### src/rtl/phase_sequencer.sv
// Traffic-light phase sequencer: owns the phase table, counts ms ticks into
// seconds, advances phases on timeout or next, and arbitrates table writes so
// the active entry only changes at a phase boundary or while stopped.
// Optional build macro: PHASE_DEFAULT_PLAN_EN preloads a four-phase plan at reset.
module phase_sequencer #(
   parameter int unsigned NPHASE        = 16,
   parameter int unsigned DUR_W         = 6,
   parameter int unsigned LIGHT_W       = 10,
   parameter int unsigned TICKS_PER_SEC = 1000,
   parameter int unsigned BLINK_TICKS   = 125
) (
   input  logic                           clk,
   input  logic                           rst_n,
   input  logic                           tick_ms,
   input  logic                           stop,
   input  logic                           next,
   input  logic [3:0]                     last_phase,
   input  logic                           cfg_req,
   input  logic [3:0]                     cfg_addr,
   input  logic [DUR_W+2*LIGHT_W:0]       cfg_wdata,
   output logic                           cfg_ack,
   output logic [3:0]                     phase,
   output logic [DUR_W-1:0]               remain,
   output logic [DUR_W-1:0]               dur,
   output logic [LIGHT_W-1:0]             lights,
   output logic                           greenman,
   output logic                           phase_start
);

   localparam int unsigned ENT_W  = 1 + DUR_W + 2*LIGHT_W;
   localparam int unsigned GM_B   = ENT_W - 1;
   localparam int unsigned DUR_HI = DUR_W + 2*LIGHT_W - 1;
   localparam int unsigned DUR_LO = 2*LIGHT_W;
   localparam int unsigned MS_W   = $clog2(TICKS_PER_SEC);
   localparam int unsigned BLK_W  = $clog2(BLINK_TICKS);

   typedef enum logic {IDLE, HOLD} arb_t;

   logic [ENT_W-1:0]  tbl [NPHASE];
   logic [MS_W-1:0]   ms_cnt;
   logic [BLK_W-1:0]  blink_cnt;
   logic              blink_sel;
   arb_t              arb;

   logic              sec;
   logic              adv;
   logic              commit;
   logic [3:0]        phase_nxt;
   logic [DUR_W-1:0]  wdur;
   logic [DUR_W-1:0]  wdur_min1;
   logic [DUR_W-1:0]  dur_new;
   logic [DUR_W-1:0]  remain_adv;

   // Current entry fields seen directly by the display logic
   assign dur      = tbl[phase][DUR_HI:DUR_LO];
   assign greenman = tbl[phase][GM_B];

   // Second pulse, advance decision, write commit and next-phase duration (with write bypass)
   always_comb begin
      sec        = tick_ms && !stop && (ms_cnt == MS_W'(TICKS_PER_SEC - 1));
      adv        = next || (sec && (remain < DUR_W'(2)));
      phase_nxt  = (phase >= last_phase) ? 4'd0 : phase + 4'd1;
      commit     = 1'b0;
      case (arb)
         IDLE:    commit = cfg_req && ((cfg_addr != phase) || stop);
         HOLD:    commit = cfg_req && (adv || stop);
         default: commit = 1'b0;
      endcase
      wdur       = cfg_wdata[DUR_HI:DUR_LO];
      wdur_min1  = (wdur == '0) ? DUR_W'(1) : wdur;
      dur_new    = (commit && (cfg_addr == phase_nxt)) ? wdur : tbl[phase_nxt][DUR_HI:DUR_LO];
      remain_adv = (dur_new == '0) ? DUR_W'(1) : dur_new;
   end

   // Table, arbitration FSM, second/blink counters and registered outputs
   always_ff @(posedge clk or negedge rst_n) begin
      if (!rst_n) begin
         tbl         <= '{default: '0};
`ifdef PHASE_DEFAULT_PLAN_EN
         tbl[0]      <= {1'b1, DUR_W'(15), 10'b0010110010, 10'b0010110010};
         tbl[1]      <= {1'b0, DUR_W'(4),  10'b0010010010, 10'b0010110010};
         tbl[2]      <= {1'b1, DUR_W'(15), 10'b1001000101, 10'b1001000101};
         tbl[3]      <= {1'b0, DUR_W'(4),  10'b1001000100, 10'b1001000101};
         remain      <= DUR_W'(15);
`else
         remain      <= DUR_W'(1);
`endif
         phase       <= '0;
         ms_cnt      <= '0;
         blink_cnt   <= '0;
         blink_sel   <= 1'b0;
         arb         <= IDLE;
         cfg_ack     <= 1'b0;
         lights      <= '0;
         phase_start <= 1'b0;
      end else begin
         cfg_ack     <= 1'b0;
         phase_start <= 1'b0;

         if (commit) begin
            tbl[cfg_addr] <= cfg_wdata;
            cfg_ack       <= 1'b1;
         end

         case (arb)
            IDLE:    if (cfg_req && !commit) arb <= HOLD;
            HOLD:    if (!cfg_req || commit) arb <= IDLE;
            default: arb <= IDLE;
         endcase

         if (tick_ms) begin
            if (blink_cnt == BLK_W'(BLINK_TICKS - 1)) begin
               blink_cnt <= '0;
               blink_sel <= ~blink_sel;
            end else begin
               blink_cnt <= blink_cnt + BLK_W'(1);
            end
         end

         if (adv) begin
            phase       <= phase_nxt;
            remain      <= remain_adv;
            ms_cnt      <= '0;
            phase_start <= 1'b1;
         end else begin
            if (tick_ms && !stop) ms_cnt <= sec ? '0 : ms_cnt + MS_W'(1);
            if (sec)
               remain <= remain - DUR_W'(1);
            else if (commit && (cfg_addr == phase) && (wdur < remain))
               remain <= wdur_min1;
         end

         lights <= blink_sel ? tbl[phase][2*LIGHT_W-1:LIGHT_W] : tbl[phase][LIGHT_W-1:0];
      end
   end

endmodule

### config.mk
export PLATFORM = sky130hd
export DESIGN_NAME = phase_sequencer
export DESIGN_NICKNAME = d
export VERILOG_FILES = /design/src/rtl/phase_sequencer.sv
export SDC_FILE = /design/constraint.sdc
export NUM_CORES = 1
export LEC_CHECK = 0
export ABC_AREA = 1
export ABC_CLOCK_PERIOD_IN_PS = 3500
export CAP_MARGIN = 20
export CORE_ASPECT_RATIO = 0.9
export CORE_UTILIZATION = 40
export DETAILED_ROUTE_END_ITERATION = 7
export PLACE_DENSITY = 0.61
export SYNTH_ARGS = -nofsm -noshare
export SYNTH_HDL_FRONTEND = slang
export SYNTH_SLANG_ARGS = --single-unit
### constraint.sdc
create_clock -name clk -period 3.5 [get_ports clk]
set_clock_uncertainty 0.15 [all_clocks]
set_input_delay 0.7 -clock clk [delete_from_list [all_inputs] [get_ports clk]]
set_output_delay 0.7 -clock clk [all_outputs]
set_load 0.02 [all_outputs]
==> out/metrics.yaml <==
status: "finished clean"
cp-start-kind: "flip-flop"
start_util_pct: 40.6
postPlaceCellArea_um2: 24500
power.density_nw_per_um2: 892
slew_viol_final: 0
whs_path_depth: 2
die_y_um: 228
post_drt_wl_per_cell_um: 19.4
hold_path_end: "tbl[271]$_DFFE_PN0P_"
use_met1_pct: 36.3
worstSetupPathType: "reg2out"
core-area_um2: 55800
first_pass_iters: 8
synth_fp_nets: 2879
final_cell_mix: "nand2_1, dfrtp_1, o21ai_0"
grt_use_met2_pct: 38.0
cp_max_fo: 39
worstSetupEndpointType: "output port"
areaGrowthSynthToFinish_pct: 16.2
met3_usage_pct: 3.66
wirelength_um: 70300
dr.first_iter.drc_count: 2065
place.gp.congestion: 0.903
yosys.area.top_type_share_pct: 52.1
cts_made_buffers: 51
post-place-ws_ps: 92.0
worst_slew_pin_slew_ps: 899
grt_max_degree: 161
rsz0062_at_grt: "false"
ant_nets: 0
num_io_pins: 70
cts_tree: "yes"
maxCapViolCount: 0
finalCritPeriodShare_pct: 97.2
ys_seq_area_share_pct: 52.3
tns_ps: 0
max_freq_ghz: 0.294
ff2ff_setup_slack_ps: 340
n_antenna_cell: 0
grt_pass1_vias: 19000
clk_latency_ps: 600
synthFlopType: "dfrtp_1"
vias_per_cell: 5.52
grt_most_used_layer: "met2"
clockRootBuffer: "clkbuf_16"
layout_commonest_cell: "nand2_1"
ys_types: 48
grt.total_usage_pct: 24.7
hold_path_class: "reg2reg"
portBuffers: 69
cts.sinks: 473
cts_max_level: 2
final_nets: 2882
r2r_cells: 20
avgSynthCellArea_um2: 8.02
fin_cells: 3622
worstHoldStart: "tbl[271]$_DFFE_PN0P_"
arrival_ps: 2550
report.final.setup_viol: 0
yosysWarnings: 0
postSynthCellCount: 2824
final_area_um2: 26300
drc: 0
overflow: 0
hpwl_um: 41800
path_clk_slew_ps: 60
num_rows: 82
via_count: 20000
cp.required_ps: 2650
dp.cells: 3528
rr_endpoint: "remain[0]$_DFFE_PN1P_"
period_needed_ps: 3400
crit-reg2reg-launch: "phase[0]$_DFFE_PN0P_"
ys_async_sr_fraction_pct: 100
peakVddDrop_mv: 0.533
power_leakage_nw: 12.2
hold_violations: 0
hold_ws_ps: 330
antenna_found_initial: 0
dieArea_um2: 57600
synth_area_um2: 22600
synth_edf_count: 0
yosys.area.top_type: "dfrtp_1"
die_w_um: 253
drive_gt1_share_pct: 8.27
grt_pass1_wl_um: 111000
ys_ff_latch: 473
clockBufferDepth: 3
layout_setup_ws_ps: 96.9
maxSlewHeadroom_pct: 40.1
synth_area_leaders: "dfrtp_1, nand2_1, o21ai_0, o21ai_1, nor2_1"
-- where the power goes --
part           total, mW  switching (mW)  internal (mW)  leakage (nW)
Sequential          7.86           0.933           6.93          5.99
Combinational       9.81            6.19           3.61          5.28
Clock               5.82            2.30           3.52         0.886
-- how the worst max path moves through the flow --
stage,startpoint,end,cells past startpoint
finish,phase[0]$_DFFE_PN0P_,dur[3],7
global route,phase[0]$_DFFE_PN0P_,dur[3],7
CTS,phase[0]$_DFFE_PN0P_,greenman,9
detailed placement,last_phase[3],remain[0]$_DFFE_PN1P_,18
global placement,last_phase[3],remain[0]$_DFFE_PN1P_,19
floorplan,phase[0]$_DFFE_PN0P_,remain[0]$_DFFE_PN1P_,23
-- registers in the layout, indices dropped and copies added, names as in the netlist --
name         cells
remain           6
arb              1
phase            4
blink_cnt        7
blink_sel        1
tbl            432
ms_cnt          10
phase_start      1
cfg_ack          1
lights          10
-- metal layers --
| metal | up-vias | share of wire, % |
|---|---|---|
| li1 | 9483 | - |
| met1 | 9666 | 46 |
| met2 | 733 | 45 |
| met3 | 113 | 6.6 |
| met4 | 0 | 2.1 |
| met5 | - | 0 |
-- what timing repair did --
action                                  in CTS  in global routing
buffers inserted                             0                  1
hold buffers                                 1                  0
endpoints found under the setup margin       7                  2
cloned                                       0                  0
gates resized for setup                     15                  7
endpoints found under the hold margin       71                  0
-- worst max-delay path, stage by stage, from the launching register on --
cell and delay, ps:
dfrtp_4 540, clkinv_16 160, nand2_1 130, buf_4 180, o221a_2 190, a21oi_1 60
a22oi_1 280, dlygate4sd2_1 400
-- synthesized netlist by cell type, types with 2 or more instances --
library cell	instances
nor2_1	255
nor2_2	2
inv_1	136
xor2_1	6
or2_2	5
buf_2	77
o221ai_1	12
o22ai_1	103
dfrtp_1	472
nand2_1	643
ha_1	14
nor3_1	9
nand3_1	96
o21ai_0	412
o31ai_1	3
clkbuf_1	142
o21a_1	2
or2_0	2
nand4_1	28
o221a_2	2
inv_2	6
nor3b_1	2
a32o_1	3
a31oi_1	2
nand2_2	15
a21oi_4	2
nand3_2	3
a22oi_1	2
a221oi_1	3
o211ai_1	2
a21oi_1	63
o21ai_1	283
o2111ai_1	2
-- cell families (layout without fill, tap and decap cells) --
logic type | after synthesis | in the layout | share of synthesized area (%)
fa+ha+maj | 14 | 14 | 0.773
buf+inv | 364 | 406 | 6.51
compound gates | 899 | 899 | 21.1
simple gates | 1067 | 1067 | 19.1
flops | 473 | 473 | 52.3
xor+xnor | 7 | 7 | 0.271
-- per-stage QoR --
step	total power [mW]	utilization, %
detailed placement	17.7	43.9
floorplan	14.0	-
finish	23.5	47.2
CTS	23.5	47.1
global placement	17.5	43.9
global route	25.1	47.2
-- layout make-up --
class,instances,area [µm²]
Sequential cell,473,11800
Fill cell,5445,29500
Tap cell,756,946
Multi-Input combinational cell,1987,9350
Clock buffer,69,1470
Timing Repair Buffer,172,1810
Clock inverter,23,345
Inverter,142,562
Power figures use the tool's default switching activity.
==> edit 1 (config.mk and constraints unchanged) <==
Change the parameter `TICKS_PER_SEC` from 1000 to 250.
--- a/src/rtl/phase_sequencer.sv
+++ b/src/rtl/phase_sequencer.sv
@@ -6,7 +6,7 @@
    parameter int unsigned NPHASE        = 16,
    parameter int unsigned DUR_W         = 6,
    parameter int unsigned LIGHT_W       = 10,
-   parameter int unsigned TICKS_PER_SEC = 1000,
+   parameter int unsigned TICKS_PER_SEC = 250,
    parameter int unsigned BLINK_TICKS   = 125
 ) (
    input  logic                           clk,
Formal check against the unedited RTL: no difference found for any inputs over 4 cycles, from zero or initial values and one cycle with rst_n low; that may be too few to reach the edited logic, so the function may still have changed.
==> edit 1 against the unedited design <==
  * Highest routed layer unchanged
  * Routed wire length increased by 0.45%
  * Critical path depth unchanged
  * Power decreased by 5.0%
  * Final area decreased by 0.52%
  * Sequential cell count decreased by 2
  * Synthesized cell count decreased by 1.8%
  * Area after synthesis decreased by 0.15%
  * Worst setup slack improved by 0.067 ns
==> edit 1: results (changes against the unedited design) <==
| Metric | Value |
|---|---|
| Synth Area in Adders | `0.008299 (+0.0005653)` |
| Resize count post-CTS | `12 (-3)` |
| CP Max Fanout | `44 (+13%)` |
| Placement Setup Slack | `0.06318 ns (-0.02878 ns)` |
| Flop2flop setup slack | `0.46 ns (+0.12 ns)` |
| WP data arrival | `2.49 ns (-0.06 ns)` |
| Slew @ Worst Pin | `0.8539 ns (-0.04511 ns)` |
| Largest net degree at the start of global routing | `123 (-24%)` |
| Sequential fraction of the synthesis area | `0.5212 (-0.001403)` |
| Area contributors post-synth | `dfrtp_1 52%, o21ai_0 13%, nand2_1 9.7%, nor2_1 4.5%, nand3_1 2.7%` |
| Power Sequential | `7.80 mW (-0.8%)` |
| TritonRoute pass-1 iters | `6 (-2)` |
| Max-cap violations | `0 (unchanged)` |
| Initial antenna violation count | `1 (+1)` |
| Via count | `19960 (-0.17%)` |
| Reg-to-reg endpoint | `remain[0]` |
| Hold endpoint | `tbl[379]` |
| Switch share | `0.4021 (+0.001022)` |
| Min-Delay Startpoint | `tbl[379]` |
| TritonCTS Buffers | `51 (unchanged)` |
| Post-Place Cell Area | `24430 um^2 (-0.19%)` |
| Biggest regs | `tbl x432, lights x10, ms_cnt x8` |
| Htree depth | `2 (unchanged)` |
| Number of global-route vias before repair | `19390 (+2.3%)` |
| Final setup margin | `0.1641 ns (+0.06717 ns)` |
| Proportion of layout cells with a drive suffix above 1 | `0.07824 (-0.004458)` |
| Iter 0 DRT Violations | `2008 (-2.8%)` |
| DP HPWL | `42640 um (+2.1%)` |
| Compound-Gate Fraction of Synth Area | `0.2110 (about the same)` |
| Clock Latency Late Sink | `0.60 ns (about the same)` |
| Global-route wire length before repair | `112000 um (+0.54%)` |
| Clock share of power | `0.244 (-0.004)` |
| GP Congestion | `0.9117 (+0.97%)` |
| Leak | `12.07 nW (-0.67%)` |
| Final #Nets | `2826 (-1.9%)` |
| Hold Slack | `0.3274 ns (-0.002940 ns)` |
| Outcome | `completed` |
| Synth cell count leaders | `593 x o21ai_0, 584 x nand2_1, 470 x dfrtp_1` |
| Peak VDD IR | `0.4506 mV (-16%)` |
| Drt total wl | `70640 um (+0.45%)` |
| Synth Area in XOR/XNOR | `0.002324 (-0.0003831)` |
| Gr usage total | `0.2502 (+0.003460)` |
| Post-synth cell types | `43 (-10%)` |
| R2R depth | `19 (-5.0%)` |
edit 1: changes by cell type in the layout (fill, tap and decap cells not counted), sizes merged, moves of 12 or more:
cell and change:
nand2 -57, a21oi -12, o221ai +42, nor2 +14
nand3 +26, o22ai -66, o211ai +13
edit 1: stage by stage:
step	instances	power, mW
final	3569	22.33
after global routing	3568	23.86
after CTS	3568	22.37
after detailed placement	3471	16.80
after global placement	3471	16.64
after floorplan	2772	13.50
edit 1: layout make-up:
cell class	instances	area, um^2
Timing Repair Buffer	166	1908
Fill cell	5455	29620
Tap cell	756	945.9
Multi-Input combinational cell	1938	9289
Antenna cell	1	2.502
Clock inverter	18	158.9
Inverter	142	554.3
Clock buffer	77	1535
Sequential cell	471	11800
edit 1: worst max-delay path by stage:
stage | slack, ns | cells past startpoint | start | to
after floorplan | 0.06 | 25 | phase[0] | remain[0]
after global placement | 0.01 | 16 | last_phase[3] | remain[0]
after detailed placement | 0.06 | 16 | last_phase[3] | remain[0]
after CTS | 0.04 | 6 | phase[0] | greenman
after global routing | 0.05 | 7 | phase[0] | dur[0]
final | 0.16 | 7 | phase[0] | dur[0]
edit 1: cell families after synthesis:
logic type / after synthesis
AO/OA/AOI/OAI: 882
XOR/XNOR: 6
adder cells (fa/ha/maj): 15
buffers and inverters: 363
flip-flops: 471
AND/OR/NAND/NOR: 1035
edit 1: per-layer routing:
metal  vias up  GRT usage  part of all wire
met2       682     0.3981              0.46
met5         -          0                 0
met3       120    0.03362             0.063
met1      9822     0.3554              0.46
met4         0    0.07488             0.023
li1       9337          -                 -
edit 1: critical path, cell delays in order, from the launching register on:
cell and delay, ns:
dfrtp_4 0.52, buf_16 0.24, o21ai_0 0.12, o22ai_1 0.18
o22ai_1 0.11, o21ai_1 0.19, buf_4 0.15, dlygate4sd2_1 0.35
==> edit 2 (same settings) <==
Made on the original files. One comparison of `blink_cnt` changes from == to >=.
--- a/src/rtl/phase_sequencer.sv
+++ b/src/rtl/phase_sequencer.sv
@@ -109,7 +109,7 @@
          endcase
 
          if (tick_ms) begin
-            if (blink_cnt == BLK_W'(BLINK_TICKS - 1)) begin
+            if (blink_cnt >= BLK_W'(BLINK_TICKS - 1)) begin
                blink_cnt <= '0;
                blink_sel <= ~blink_sel;
             end else begin
Check against the original RTL: same outputs for any inputs over 4 cycles, from zero or initial values and one cycle with rst_n low; that may be too few to reach the edited logic, so the function may still have changed.
==> edit 2 against the unedited design <==
  * Largest power group unchanged
  * Area after synthesis barely moved
  * Routed wire length is 2.0% higher
  * Final area barely moved
  * Worst setup slack got worse by 0.052 ns
  * Sequential cell count is the same
  * Power fell by 1.3%
  * Register-to-register slack lost 0.03 ns
  * Critical path depth unchanged
  * Highest routed layer unchanged
  * Worst hold slack worse by 0.0034 ns
==> edit 2: results (changes against the unedited design) <==
| Metric | Value |
|---|---|
| R2R depth | `16 (-20%)` |
| Power Sequential | `7.88 mW (about the same)` |
| Net switching power of the design | `9.104 mW (-3.4%)` |
| Vias per cell | `5.577 (+1.0%)` |
| Routed wl met3 | `4312 um (-7.1%)` |
| Area contributors post-synth | `dfrtp_1 52%, nand2_1 9.8%, o21ai_0 8.6%, o21ai_1 6.6%, nor2_1 4.2%` |
| Gr usage total | `0.2515 (+0.004811)` |
| Filler instances | `5320 (-2.3%)` |
| Number of global-route vias before repair | `19170 (+1.2%)` |
| Outcome | `completed` |
| Comb_multi_in | `1941 (-2.3%)` |
| Max incr delay on CP | `0.57 ns (+0.03 ns)` |
| Placed insts | `3467 (-1.7%)` |
| Synth Area in Adders | `0.007731 (about the same)` |
| Synth cell count leaders | `590 x nand2_1, 472 x dfrtp_1, 391 x o21ai_0` |
| Reg-to-reg endpoint | `remain[2]` |
| Post-synth cell types | `47 (-2.1%)` |
| Synth Area in XOR/XNOR | `0.004252 (+0.001545)` |
| Leak | `12.06 nW (-0.79%)` |
| Syn nets | `2836 (-1.5%)` |
| Internal power | `14.09 mW (+0.14%)` |
| DP HPWL | `40560 um (-2.9%)` |
| Post-route cell area | `26350 um^2 (about the same)` |
| Met3 usage | `0.03218 (-0.004450)` |
| GR Util met1 | `0.3572 (-0.006165)` |
| Logic inverters | `144 (+1.4%)` |
| Met2 wire len | `33290 um (+4.8%)` |
| Non-clk buf share | `0.06558 (-0.003234)` |
| TritonCTS Buffers | `53 (+3.9%)` |
| Mean Syn Cell Area | `8.147 um^2 (+1.6%)` |
| Peak VDD IR | `0.4454 mV (-16%)` |
| Multi-input gate area | `9323 um^2 (-0.29%)` |
| GR Layer Usage met2 | `0.4016 (+0.02172)` |
| Global-route wire length before repair | `113200 um (+1.6%)` |
| Post-CTS Setup Inserts | `2 (+2)` |
| Iter 0 DRT Violations | `2197 (+6.4%)` |
edit 2: cell types whose count changed after synthesis, sizes merged, moves of 14 or more:
| cell | before | now |
|---|---|---|
| clkbuf | 142 | 128 |
| nand2 | 659 | 605 |
| buf | 80 | 95 |
| nand3 | 99 | 134 |
| o221ai | 12 | 55 |
| o22ai | 103 | 35 |
edit 2: worst register-to-register path: cells and delay by family, from the launching register on:
family | cells | cell delay (ns)
adder cells (fa/ha/maj) | 1 | 0.29
flip-flops | 1 | 0.59
AND/OR/NAND/NOR | 10 | 1.23
buffers and inverters | 3 | 0.39
AO/OA/AOI/OAI | 2 | 0.40
edit 2: how the worst max path moves through the flow:
stage                              from   endpoint  slack [ns]  cells after the start
final                          phase[0]     dur[0]        0.05                      7
after global routing           phase[0]     dur[0]        0.02                      7
after CTS                      phase[0]     dur[3]       -0.05                      7
after detailed placement  last_phase[3]  remain[2]       -0.07                     13
after global placement    last_phase[3]  remain[1]      0.0008                     15
after floorplan                phase[0]  remain[0]        0.05                     24
